## config.mk

```make
export PLATFORM = sky130hd
export DESIGN_NAME = seq_divider
export DESIGN_NICKNAME = d
export VERILOG_FILES = /design/src/rtl/seq_divider.sv
export SDC_FILE = /design/constraint.sdc
export NUM_CORES = 1
export LEC_CHECK = 0
export CAP_MARGIN = 20
export CORE_MARGIN = 1
export CORE_UTILIZATION = 55
export CTS_BUF_LIST = sky130_fd_sc_hd__clkbuf_4 sky130_fd_sc_hd__clkbuf_8 sky130_fd_sc_hd__clkbuf_16
export CTS_CLUSTER_DIAMETER = 100
export DETAILED_ROUTE_END_ITERATION = 6
export PLACE_DENSITY = 0.88
export SYNTH_ARGS = -nofsm -noshare
export SYNTH_HDL_FRONTEND = slang
export SYNTH_SLANG_ARGS = --single-unit
```

## constraint.sdc

```tcl
create_clock -name clk -period 4.6 [get_ports clk]
set_clock_uncertainty 0.2 [all_clocks]
set_input_delay 0.69 -clock clk [delete_from_list [all_inputs] [get_ports clk]]
set_output_delay 0.69 -clock clk [all_outputs]
set_load 0.01 [all_outputs]
```

## src/rtl/seq_divider.sv

```systemverilog
// Sequential restoring divider: one quotient bit per clock, signed or unsigned,
// with divide-by-zero short-cut and sign fix-up after the magnitude loop.
module seq_divider #(
    parameter int unsigned WIDTH = 32
) (
    input  logic             clk,
    input  logic             n_rst,
    input  logic             start,
    input  logic             signed_op,
    input  logic [WIDTH-1:0] dividend,
    input  logic [WIDTH-1:0] divisor,
    output logic             busy,
    output logic             done,
    output logic [WIDTH-1:0] quotient,
    output logic [WIDTH-1:0] remainder,
    output logic             div_by_zero
);

    localparam int unsigned CW = (WIDTH > 1) ? $clog2(WIDTH) : 1;

    typedef enum logic [1:0] {
        IDLE   = 2'd0,
        DIVIDE = 2'd1,
        FIX    = 2'd2,
        DONE   = 2'd3
    } state_t;

    state_t state;
    state_t next_state;

    logic [CW-1:0]    count;
    logic [WIDTH-1:0] acc;
    logic [WIDTH-1:0] rem;
    logic [WIDTH-1:0] b_mag;
    logic             neg_q;
    logic             neg_r;

    logic             dvd_neg;
    logic             dsr_neg;
    logic [WIDTH-1:0] dvd_mag;
    logic [WIDTH-1:0] dsr_mag;
    logic [WIDTH:0]   shifted;
    logic [WIDTH:0]   trial;
    logic             q_bit;

    // Operand sign detection and magnitude conversion at capture time
    always_comb begin
        dvd_neg = signed_op & dividend[WIDTH-1];
        dsr_neg = signed_op & divisor[WIDTH-1];
        dvd_mag = dvd_neg ? (-dividend) : dividend;
        dsr_mag = dsr_neg ? (-divisor) : divisor;
    end

    // One restoring step: shift in next dividend bit, trial-subtract divisor magnitude
    always_comb begin
        shifted = {rem, acc[WIDTH-1]};
        trial   = shifted - {1'b0, b_mag};
        q_bit   = ~trial[WIDTH];
    end

    // State register
    always_ff @(posedge clk) begin
        if (!n_rst) begin
            state <= IDLE;
        end else begin
            state <= next_state;
        end
    end

    // Next-state decode
    always_comb begin
        next_state = state;
        case (state)
            IDLE: begin
                if (start) begin
                    next_state = (divisor == '0) ? DONE : DIVIDE;
                end
            end
            DIVIDE: begin
                if (count == '0) begin
                    next_state = FIX;
                end
            end
            FIX:     next_state = DONE;
            DONE:    next_state = IDLE;
            default: next_state = IDLE;
        endcase
    end

    // Status outputs registered from the next state so they align with it
    always_ff @(posedge clk) begin
        if (!n_rst) begin
            busy <= 1'b0;
            done <= 1'b0;
        end else begin
            busy <= (next_state != IDLE);
            done <= (next_state == DONE);
        end
    end

    // Datapath: operand capture, iterative divide, sign fix-up, result hold
    always_ff @(posedge clk) begin
        if (!n_rst) begin
            count       <= '0;
            acc         <= '0;
            rem         <= '0;
            b_mag       <= '0;
            neg_q       <= 1'b0;
            neg_r       <= 1'b0;
            quotient    <= '0;
            remainder   <= '0;
            div_by_zero <= 1'b0;
        end else begin
            case (state)
                IDLE: begin
                    if (start) begin
                        div_by_zero <= 1'b0;
                        if (divisor == '0) begin
                            quotient    <= '1;
                            remainder   <= dividend;
                            div_by_zero <= 1'b1;
                        end else begin
                            acc   <= dvd_mag;
                            b_mag <= dsr_mag;
                            rem   <= '0;
                            count <= CW'(WIDTH - 1);
                            neg_q <= dvd_neg ^ dsr_neg;
                            neg_r <= dvd_neg;
                        end
                    end
                end
                DIVIDE: begin
                    rem   <= q_bit ? trial[WIDTH-1:0] : shifted[WIDTH-1:0];
                    acc   <= {acc[WIDTH-2:0], q_bit};
                    count <= count - CW'(1);
                end
                FIX: begin
                    quotient  <= neg_q ? (-acc) : acc;
                    remainder <= neg_r ? (-rem) : rem;
                end
                default: begin
                end
            endcase
        end
    end

endmodule

```

==> impl_summary.md, run 1 <==
Clock network
The post-cts resize count is 0. The number of clock buffers added by TritonCTS is 17. The clock-pin transition on the worst setup and hold timing paths is 70 ps.

The clock tree buffer depth is 2. The number of setup buffers added after CTS is 0. Clock tree synthesis selected as its root buffer the cell clkbuf_16. The hold-fix buffer count after cts is 0.

For the worst-skew pair, the clock arrives at the later sink with an insertion delay of 440 ps. CTS built an H-tree with a depth of 4. Clock tree synthesis found a total of 172 sinks. The clock tree from TritonCTS is built.

Finish
The final layout contains 1,550 nets. The filler cells instantiated in the layout total 1,586. Compared with the post-synthesis result, the final layout area differs by 19.3%. In the final layout, the share of cells above drive strength 1 is 0.0590. The number of diodes is 0.

Die
The height of the chip is 143 um. Pin placement for this block handled 135 I/O pins. The initial utilization of the core area, before any placement, comes to 0.561. Row generation in the floorplan step produced 51 rows. The floorplan die area is 20,400 um^2. The width of the die is 143 um. The area of the core is 19,400 um^2.

Global routing
Across every metal layer, demand over resource in global routing totals 0.325. The met2 layer usage reported by global route is 0.539. Entering global routing, the biggest net connects 62 pins.

The initial antenna violation count came to 0. For met1 alone, demand over resource in global routing was 0.389. For this run the aggregate overflow at the end of global routing stands at 0. The layer flagged by global routing as most heavily used is met2. The via count of the first global-routing pass was 10,400.

The first global-routing pass estimated 52.1 mm of wire. The met3 usage in global routing is 0.0620.

Synthesis
After synthesis, the largest family of logic cells by area is compound AO/OA/AOI/OAI gates. The net count after synthesis is 1,463. Of the total synthesized cell area, the portion taken by full adders, half adders and majority gates is 0.0444.

The compound-gate portion of the synthesized area is 0.261. The synthesized design contains 172 register bits. The synthesized instance count is 1,357. Counting flops with a built-in enable in the synthesized netlist gives 0. The simple logic cell fraction of the synthesized area is 0.185. The XOR/XNOR share of the synthesized area is 0.117. In the synthesized netlist the async set-or-reset flop fraction comes to 0. The per-instance average area after synthesis is 8.02 um^2. Of the post-synthesis cell area, the part taken by muxes is 0.0230. The number of unique standard cell types used by synthesis is 74. During synthesis, Yosys emitted a total of 0 warnings. The most used flip-flop cell after synthesis is dfxtp_1. Summing every instance area after synthesis gives 10,900 um^2. Of the synthesized area, sequential elements account for 0.316.

Pwr
Dividing total power by cell area gives a power density of 380 nW/um^2. Summed over all cells, the static leakage comes to 4.89 nW. The worst ir drop on vdd is 0.339 mV.

STA
The shortest period the worst path allows is 4020 ps. Timing would allow up to 249 MHz. The minimum hold slack is 257 ps.

At the pin with the least slew margin, the transition time is 1030 ps. Setup repair after global routing left no endpoint under its margin. Setup violations remaining at the end of the flow were counted as 0.

The final worst-path setup slack is 579 ps. The count of endpoints failing hold in the final timing report is 0. The relative slew slack is 0.314. Of the available clock period, the critical path in the final layout requires 0.874. The final max-slew violation count is 0. The aggregate negative setup slack is 0 ps.

Place
The number of input and output port buffers inserted is 134. The half-perimeter wire length of the detailed placement result is 24.2 mm. Routability-driven placement finished with a final weighted congestion of 0.939. At the placement stage, the worst setup path has a slack of 460 ps.

Drt
After detailed routing, the average wire length per cell comes to 19.1 um. For this run, design rule violations remaining after detail routing come to 9. The detailed-route wire length is 33.0 mm. The pre-antenna-repair detailed-routing pass consisted of 7 iterations. In this run the remaining antenna-violating nets after routing total 0. The post-detailed-route via-to-cell ratio is 6.48. The DRC violation total after the first TritonRoute iteration is 1,355.

The number of vias after detailed routing is 11,200.

Run status
The final reports fail on DRC. The run finished, with violations left.

Critical path
The critical path is of the reg -> reg type. The element type at the critical path start is a register. The arrival time at the worst endpoint is 4210 ps. The endpoint kind of the worst setup timing path is a register. The maximum fanout encountered on the critical timing path is 4. The required time reported for the critical path endpoint is 4790 ps. The worst register-to-register path has a depth of 11.

Hold path
Along the worst hold path, the cell count comes to 2. The path type of the worst min-delay path is reg -> reg.

Run
The tool flagged a number of max-cap violations equal to 0.
## where the power goes
group | leakage [nW] | switching (mW) | internal (mW)
registers | 1.40 | 0.140 | 1.61
logic | 3.21 | 0.974 | 0.729
clock network | 0.283 | 0.671 | 0.820
total | 4.89 | 1.78 | 3.16
## Yosys cell counts (all sizes together), types with 19 or more instances
| cell | instances | area [um^2] |
|---|---|---|
| ha | 37 | 463 |
| o21ai | 88 | 440 |
| nand3 | 19 | 95.1 |
| a221oi | 25 | 219 |
| a21oi | 81 | 405 |
| a211oi | 40 | 300 |
| nand2 | 127 | 479 |
| clkbuf | 67 | 282 |
| or3 | 24 | 161 |
| mux2i | 25 | 250 |
| a31oi | 21 | 131 |
| nor3 | 26 | 130 |
| xor2 | 87 | 762 |
| inv | 53 | 199 |
| a222oi | 28 | 280 |
| o31ai | 32 | 240 |
| nor2 | 146 | 548 |
| dfxtp | 172 | 3440 |
| xnor2 | 58 | 508 |
## cell usage in the layout (no fill, tap or decap), types with 16 or more instances in the layout
cell type	instances
a31oi_1	21
o31ai_1	32
or3_1	18
nand2_1	126
inv_1	53
nor3_1	25
a221oi_1	25
a21o_1	16
nor2_1	144
mux2i_1	25
clkbuf_16	17
dfxtp_1	172
o21ai_0	87
xor2_1	87
clkdlybuf4s50_1	134
ha_1	37
buf_4	16
a211oi_1	39
xnor2_1	58
nand3_1	19
a21oi_1	81
a222oi_1	28
## layer usage
layer  share of wire  routed length (um)  vias to the layer above
li1                -                   -                     5146
met1            0.39               12800                     5195
met2            0.47               15300                      692
met3           0.096                3160                      129
met4           0.051                1670                        0
met5               0                   0                        -
## through the flow
stage / instance area [um^2] / power, mW / cells / util
floorplan: 10900 / 2.94 / 1357 / -
global placement: 12400 / 3.37 / 1689 / 0.637
detailed placement: 12400 / 3.43 / 1690 / 0.638
CTS: 13000 / 4.90 / 1722 / 0.670
global route: 13000 / 5.15 / 1722 / 0.670
finish: 13000 / 4.94 / 1722 / 0.670
## registers in the layout, summed over array words and instances, names as in the netlist
signal and cells:
remainder 32, acc 32, neg_q 1, rem 32
busy 1, div_by_zero 1, count 5, b_mag 32
quotient 32, state 2, done 1, neg_r 1
## critical path, stage by stage, from the launching register on
cell       delay (ps)
dfxtp_1           430
inv_1             110
ha_1              250
fa_1              390
nand2b_1          190
a21oi_1           230
o21ai_0           190
a2111oi_0         820
o21ai_0           390
a211o_1           370
a31oi_1           220
a211o_1           170
## worst paths after layout
kind / slack [ps] / start / to
worst max-delay path: 580 / acc[31] / rem[22]
worst min-delay path: 260 / b_mag[16] / b_mag[16]
worst max register to register: 580 / acc[31] / rem[22]
worst min register to register: 260 / b_mag[16] / b_mag[16]
## cells by family after synthesis
kind of cell	after synthesis
fa+ha+maj	38
compound gates	412
buf+inv	138
simple gates	427
xor+xnor	145
flops	172
mux	25
## area by class of cell
cell class              instances  area, um^2  area share
repair buffers                152        1510       0.116
clock inverters                15         176      0.0136
multi-input cells            1047        6900       0.531
well taps                     265         332      0.0255
clock buffers                  17         425      0.0328
flip-flops and latches        172        3440       0.265
inverters                      54         204      0.0157
Power figures use the tool's default switching activity.
==> run 2, diff against run 1 <==
Settings changed: CORE_MARGIN 1 to default, DONT_BUFFER_PORTS from default to 1, PLACE_DENSITY 0.88 to 0.79.
==> run 2 against run 1 <==
- the flow still finishes with violations (DRC)
- hold slack lost 86 ps
- sequential power about the same
- worst setup slack improved by 240 ps
- die area stayed put
- cell count down 8.0%
- sequential cell count unchanged
==> impl_summary.md, run 2 (synthesized netlist as in run 1, its figures left out) <==
STA
Setup repair after global routing missed its margin: false (unchanged). The shortest period the worst path allows is 3780 ps (was 4020 ps). The highest clock frequency the design can meet was 265 MHz (was 249 MHz). The final max-slew violation count is 0 (unchanged). The count of endpoints failing hold in the final timing report is 0 (unchanged). The fraction of the cycle the final worst path needs was 0.822 (was 0.874). The relative slew slack is 0.302 (was 0.314). The count of endpoints failing setup in the final report was 0 (unchanged). The aggregate negative setup slack is 0 ps (unchanged). The transition time at the pin with the least slew margin was 1050 ps (was 1030 ps).

Clock network
The clock-pin transition on the worst setup and hold timing paths was 70 ps (about the same). The worst-skew pair later-pin latency is 440 ps (about the same). The CTS H-tree depth is 4 (unchanged). The hold-fix buffer count after cts is 0 (unchanged).

The CTS sink count came to 172 (unchanged). The number of setup buffers added after CTS is 0 (unchanged). The post-cts resize count is 0 (unchanged). The clock tree from TritonCTS is built (unchanged). The clock buffer count from CTS is 17 (unchanged).

The clock tree buffer depth is 2 (unchanged). The buffer type at the clock tree root is clkbuf_16 (unchanged).

Drt
The detailed-route wire length is 31.9 mm (was 33.0 mm). The remaining number of nets flagged by the antenna check after routing is 0 (unchanged). The post-detailed-route via-to-cell ratio is 6.44 (was 6.48). The total iterations of the first detailed-routing run is 7 (unchanged). The detail-routed net length per standard cell was 20.1 um (was 19.1 um). The DRC violation total after the first TritonRoute iteration is 1,104 (was 1,355). The number of vias after detailed routing came to 10,200 (was 11,200). The DRC violation count after routing came to 4 (was 9).

Pwr
The overall power of the completed layout was 4.69 mW (was 4.94 mW). The power density relative to cell area was 406 nW/um^2 (was 380 nW/um^2). The static power due to leakage was 4.37 nW (was 4.89 nW). The worst ir drop on vdd is 0.330 mV (was 0.339 mV).

Global routing
The maximum number of pins on one net before global-route repair came to 67 (was 62). The all-layer global routing usage is 0.307 (was 0.325). The initial antenna violation count is 0 (unchanged). The via count of the first global-routing pass is 9,076 (was 10,400). The first-pass GRT wire length is 48.6 mm (was 52.1 mm). The overall overflow remaining after global route is 0 (unchanged).

Place
The number of input and output port buffers inserted is 0 (was 134). The global placement routability congestion is 0.958 (was 0.939). The half-perimeter wire length of the detailed placement result is 23.5 mm (was 24.2 mm). The number of placed cells counting well taps was 1,552 (was 1,690).

Hold path
The path type of the worst min-delay path is in -> reg (was reg -> reg).

Die
The area of the core is 19,400 um^2 (unchanged). The height of the chip is 143 um (unchanged). The width of the die is 143 um (unchanged). The initial cell density of the core is 0.561 (unchanged). The total number of placement rows is 51 (unchanged). The floorplan die area came to 20,400 um^2 (unchanged). The I/O pin total is 135 (unchanged).

Critical path
The required time reported for the critical path endpoint is 4690 ps (was 4790 ps). The element type at the critical path start is a register (unchanged). The delay of the slowest cell on the worst path is 500 ps (was 820 ps). The endpoint kind of the worst setup timing path is a register (unchanged). The kind of critical path is reg -> reg (unchanged). The cell with the largest stage delay on the worst path was buf_4 (was a2111oi_0). List of cells traversed by the critical path: inv_1, ha_1, fa_1, nand2b_1, a21oi_1, o21ai_0, a21oi_1, o211ai_1, a211oi_4, buf_4, mux2i_1, o21ai_0 (was inv_1, ha_1, fa_1, nand2b_1, a21oi_1, o21ai_0, a2111oi_0, o21ai_0, a211o_1, a31oi_1, a211o_1). The maximum fanout encountered on the critical timing path is 39 (was 4). The sum of buffers and inverters on the critical path came to 2 (was 1). The dominant delay contributor by cell family on the critical path is compound AO/OA/AOI/OAI gates (unchanged).

The arrival time at the worst endpoint came to 3870 ps (was 4210 ps).

Finish
The area growth from synthesis to layout was 6.21% (was 19.3%). The number of diodes is 0 (unchanged). The most common cell after layout, fill and taps aside was dfxtp_1 (unchanged).

The number of non-filler instances in the completed layout was 1,584 (was 1,722). The layout cell share with drive strength beyond 1 is 0.0622 (was 0.0590). The number of nets in the final layout is 1,412 (was 1,550). Most frequent cells in the layout: dfxtp_1 (172), nor2_1 (144), nand2_1 (126) (was dfxtp_1 (172), nor2_1 (144), clkdlybuf4s50_1 (134)).

Run status
Failing checks: DRC (unchanged). Run status: finished with violations (unchanged).

Run
The count of maximum capacitance violations is 0 (unchanged).
## run 2: area by class of cell
class	count	area, um^2
clock buffers	19	447
multi-input cells	1047	6900
fillers	1797	7840
well taps	265	332
repair buffers	14	105
inverters	54	204
clock inverters	13	130
flip-flops and latches	172	3440
## run 2: final timing paths
path / cells past startpoint / end / slack, ps / from
max: 12 / rem[11] / 820 / acc[31]
max reg2reg: 12 / rem[11] / 820 / acc[31]
min: 2 / quotient[24] / 170 / n_rst
min reg2reg: 2 / b_mag[18] / 260 / b_mag[18]
## run 2: stage by stage
stage	worst slack, ps	hold slack, ps	area, um^2	util
after floorplan	1250	232	10900	-
after global placement	724	241	11000	0.566
after detailed placement	689	249	11000	0.566
after CTS	865	163	11600	0.596
after global routing	567	181	11600	0.596
final	820	171	11600	0.596
## run 2: per-layer routing
layer	wire length (um)	track usage	vias to the layer above
met2	14100	0.482	414
met1	13600	0.397	4837
met4	1210	0.126	0
met3	2940	0.0812	72
li1	-	-	4878
met5	0	0	-
## run 2: power breakdown
part | total (mW) | switching [mW] | internal (mW)
clock network | 1.42 | 0.683 | 0.737
registers | 1.77 | 0.158 | 1.61
logic | 1.51 | 0.888 | 0.619
==> patch, RTL diff (settings of run 2) <==
Encoding of `state_t`: now one-hot (4 bits for 4 states).
--- a/src/rtl/seq_divider.sv
+++ b/src/rtl/seq_divider.sv
@@ -18,11 +18,11 @@
 
     localparam int unsigned CW = (WIDTH > 1) ? $clog2(WIDTH) : 1;
 
-    typedef enum logic [1:0] {
-        IDLE   = 2'd0,
-        DIVIDE = 2'd1,
-        FIX    = 2'd2,
-        DONE   = 2'd3
+    typedef enum logic [3:0] {
+        IDLE   = 4'b0001,
+        DIVIDE = 4'b0010,
+        FIX    = 4'b0100,
+        DONE   = 4'b1000
     } state_t;
 
     state_t state;
Check against the original RTL: same outputs for any inputs over 4 cycles, from zero or initial values and one cycle with n_rst low; so few cycles prove little.
==> patch against run 2 <==
The flow still finishes with violations (design-rule violations); setup slack got worse by 310 ps; final area is 3.7% higher; wire length fell by 5.6%; critical endpoint is now rem[20]; hold slack better by 9.3 ps; area after synthesis up 2.9%; non-clock buffer count increased by 4; sequential cell count increased by 2; utilization up 1.2 points; die area up 2.9%.
Power is not compared: it rests on default switching activity, and its combinational part moved more than twofold at a synthesized area within 25%.
==> patch: results (changes against run 2) <==
| Metric | Value |
|---|---|
| Run status | `finished, violations left` |
| Violations in the final reports | `design-rule violations` |
| Number of DRC violations after detailed-routing iteration 0 | `980 (-11%)` |
| Hold Crit Class | `in -> reg` |
| Yosys warning count | `0 (unchanged)` |
| Maximum fanout encountered on the critical timing path | `13 (-67%)` |
| Area after DPL | `11,300 um2 (+3.3%)` |
| Final weighted congestion in routability-driven placement | `0.925 (-3.4%)` |
| Fraction of registers with async set or reset after synthesis | `0% (unchanged)` |
| Met1 layer usage reported by global route | `35.8% (-3.9 points)` |
| Share of final-layout standard cells stronger than drive strength 1 | `5.23% (-0.99 points)` |
| Instance count along the most critical hold path | `2 (unchanged)` |
| Met2 Usage GRT | `47.7% (-0.57 points)` |
| Total detailed-routing wirelength | `30.1 mm (-5.6%)` |
| CTS max path bufs | `2 (unchanged)` |
| Top cell types by occurrence after synthesis | `sky130_fd_sc_hd__nand2_1 (189), sky130_fd_sc_hd__dfxtp_1 (174), sky130_fd_sc_hd__nor2_1 (130)` |
| Clock Pin Slew Worst Setup and Hold Paths | `70 ps (about the same)` |
| Dpl ws | `565 ps (-124 ps)` |
| Drt drc | `4 (unchanged)` |
| Fraction of met3 tracks used by global routing | `7.07% (-1.0 points)` |
| Worst skew pair latency | `440 ps (about the same)` |
| Synth cell types | `64 (-14%)` |
| Maximum number of pins on one net before global-route repair | `146 (+120%)` |
| Syn Area/Cell | `7.71 um2 (-3.9%)` |
| Number of global-route vias before repair | `9,384 (+3.4%)` |
| Number of gates resized after CTS | `0 (unchanged)` |
| Number of optimization iterations in the first detailed-route pass | `7 (unchanged)` |
| Root buffer cell | `sky130_fd_sc_hd__clkbuf_16` |
| Slew headroom | `37.4% (+7.2 points)` |
| Via-per-instance ratio | `6.16 (-4.4%)` |
| Max IR drop VDD | `0.269 mV` |
| Port Buf Inserts | `0 (unchanged)` |
| Cell count of the worst reg-to-reg path | `11 (-1)` |
| All-Layer GR Usage | `29.0% (-1.7 points)` |
| Htree depth | `4 (unchanged)` |
| First-pass GRT wire length | `47.7 mm (-2.0%)` |
| Cell types with the largest area share after synthesis | `sky130_fd_sc_hd__dfxtp_1 (31%), sky130_fd_sc_hd__nand2_1 (6.3%), sky130_fd_sc_hd__xnor2_1 (6.3%)` |
| Primary flip-flop cell chosen by synthesis mapping | `sky130_fd_sc_hd__dfxtp_1` |
| Post-CTS setup buffer count | `0 (unchanged)` |
| Routed vias | `10,343 (+1.4%)` |
| Register area share after synthesis | `31.1% (-0.53 points)` |
| Initial antenna violation count | `0 (unchanged)` |
| Arrival time of the worst setup path | `4240 ps (+370 ps)` |
| Detail Placement HPWL | `22.3 mm (-5.2%)` |
| Pleak | `4.87 nW` |
| Placed cell count | `1,647 (+6.1%)` |
| CTS Buf Count | `17 (unchanged)` |
| Ant. Diodes | `0 (unchanged)` |
==> patch: cell types whose count changed after synthesis, moves of 16 or more <==
cell / before / now
sky130_fd_sc_hd__a211oi_1: 40 / 7
sky130_fd_sc_hd__nand2_1: 126 / 189
sky130_fd_sc_hd__o31ai_1: 32 / 49
sky130_fd_sc_hd__o21ai_0: 87 / 103
sky130_fd_sc_hd__xnor2_1: 58 / 80
sky130_fd_sc_hd__nand3_1: 19 / 35
sky130_fd_sc_hd__a31oi_1: 21 / 3
sky130_fd_sc_hd__a222oi_1: 28 / 0
sky130_fd_sc_hd__and3_1: 8 / 35
sky130_fd_sc_hd__xor2_1: 87 / 70
sky130_fd_sc_hd__nor2_1: 146 / 130
==> patch: worst max-delay path: stages, from the launching register on <==
cell	delay, ps
sky130_fd_sc_hd__dfxtp_1	480
sky130_fd_sc_hd__ha_1	330
sky130_fd_sc_hd__o211ai_1	180
sky130_fd_sc_hd__a21oi_1	90
sky130_fd_sc_hd__o41ai_1	640
sky130_fd_sc_hd__o211a_1	250
sky130_fd_sc_hd__nor4_1	80
sky130_fd_sc_hd__o21a_1	200
sky130_fd_sc_hd__o211ai_1	680
sky130_fd_sc_hd__buf_4	380
sky130_fd_sc_hd__mux2_2	370
sky130_fd_sc_hd__o21ai_0	130
==> patch: cells by family (layout without fill, tap and decap cells) <==
kind of cell | after synthesis | in the layout | synth area share, %
and+or+nand+nor | 532 | 532 | 22.6
AOI/OAI and AO/OA | 388 | 388 | 22.7
DFF | 174 | 174 | 31.1
xor gates and xnor gates | 150 | 150 | 11.7
buffers and inverters | 142 | 104 | 4.83
adders and majority gates | 39 | 39 | 4.42
muxes | 28 | 28 | 2.54
==> patch: worst paths after layout <==
check                                  start             to  slack, ps
worst max-delay path                  rem[2]        rem[20]        510
worst min-delay path            dividend[11]  remainder[11]        180
worst max register to register        rem[2]        rem[20]        510
worst min register to register      b_mag[0]       b_mag[0]        280
==> patch: area by class of cell <==
| cell class | instances | area [um2] |
|---|---|---|
| fill | 1753 | 7730 |
| tap | 265 | 332 |
| multi-input combinational | 1137 | 7180 |
| timing repair buffer | 18 | 168 |
| inverter | 54 | 203 |
| clock inverter | 15 | 194 |
| sequential | 174 | 3480 |
| clock buffer | 17 | 425 |
==> patch: layer usage <==
layer,routed length (um),share of wire (%)
met1,12800,42
met2,13600,45
met3,2640,8.8
met4,1090,3.6
met5,0,0
==> patch: where the power goes <==
part	internal, mW	total [mW]	switching (mW)
logic	0.275	0.653	0.377
clock network	0.831	1.52	0.693
registers	1.57	1.63	0.0604
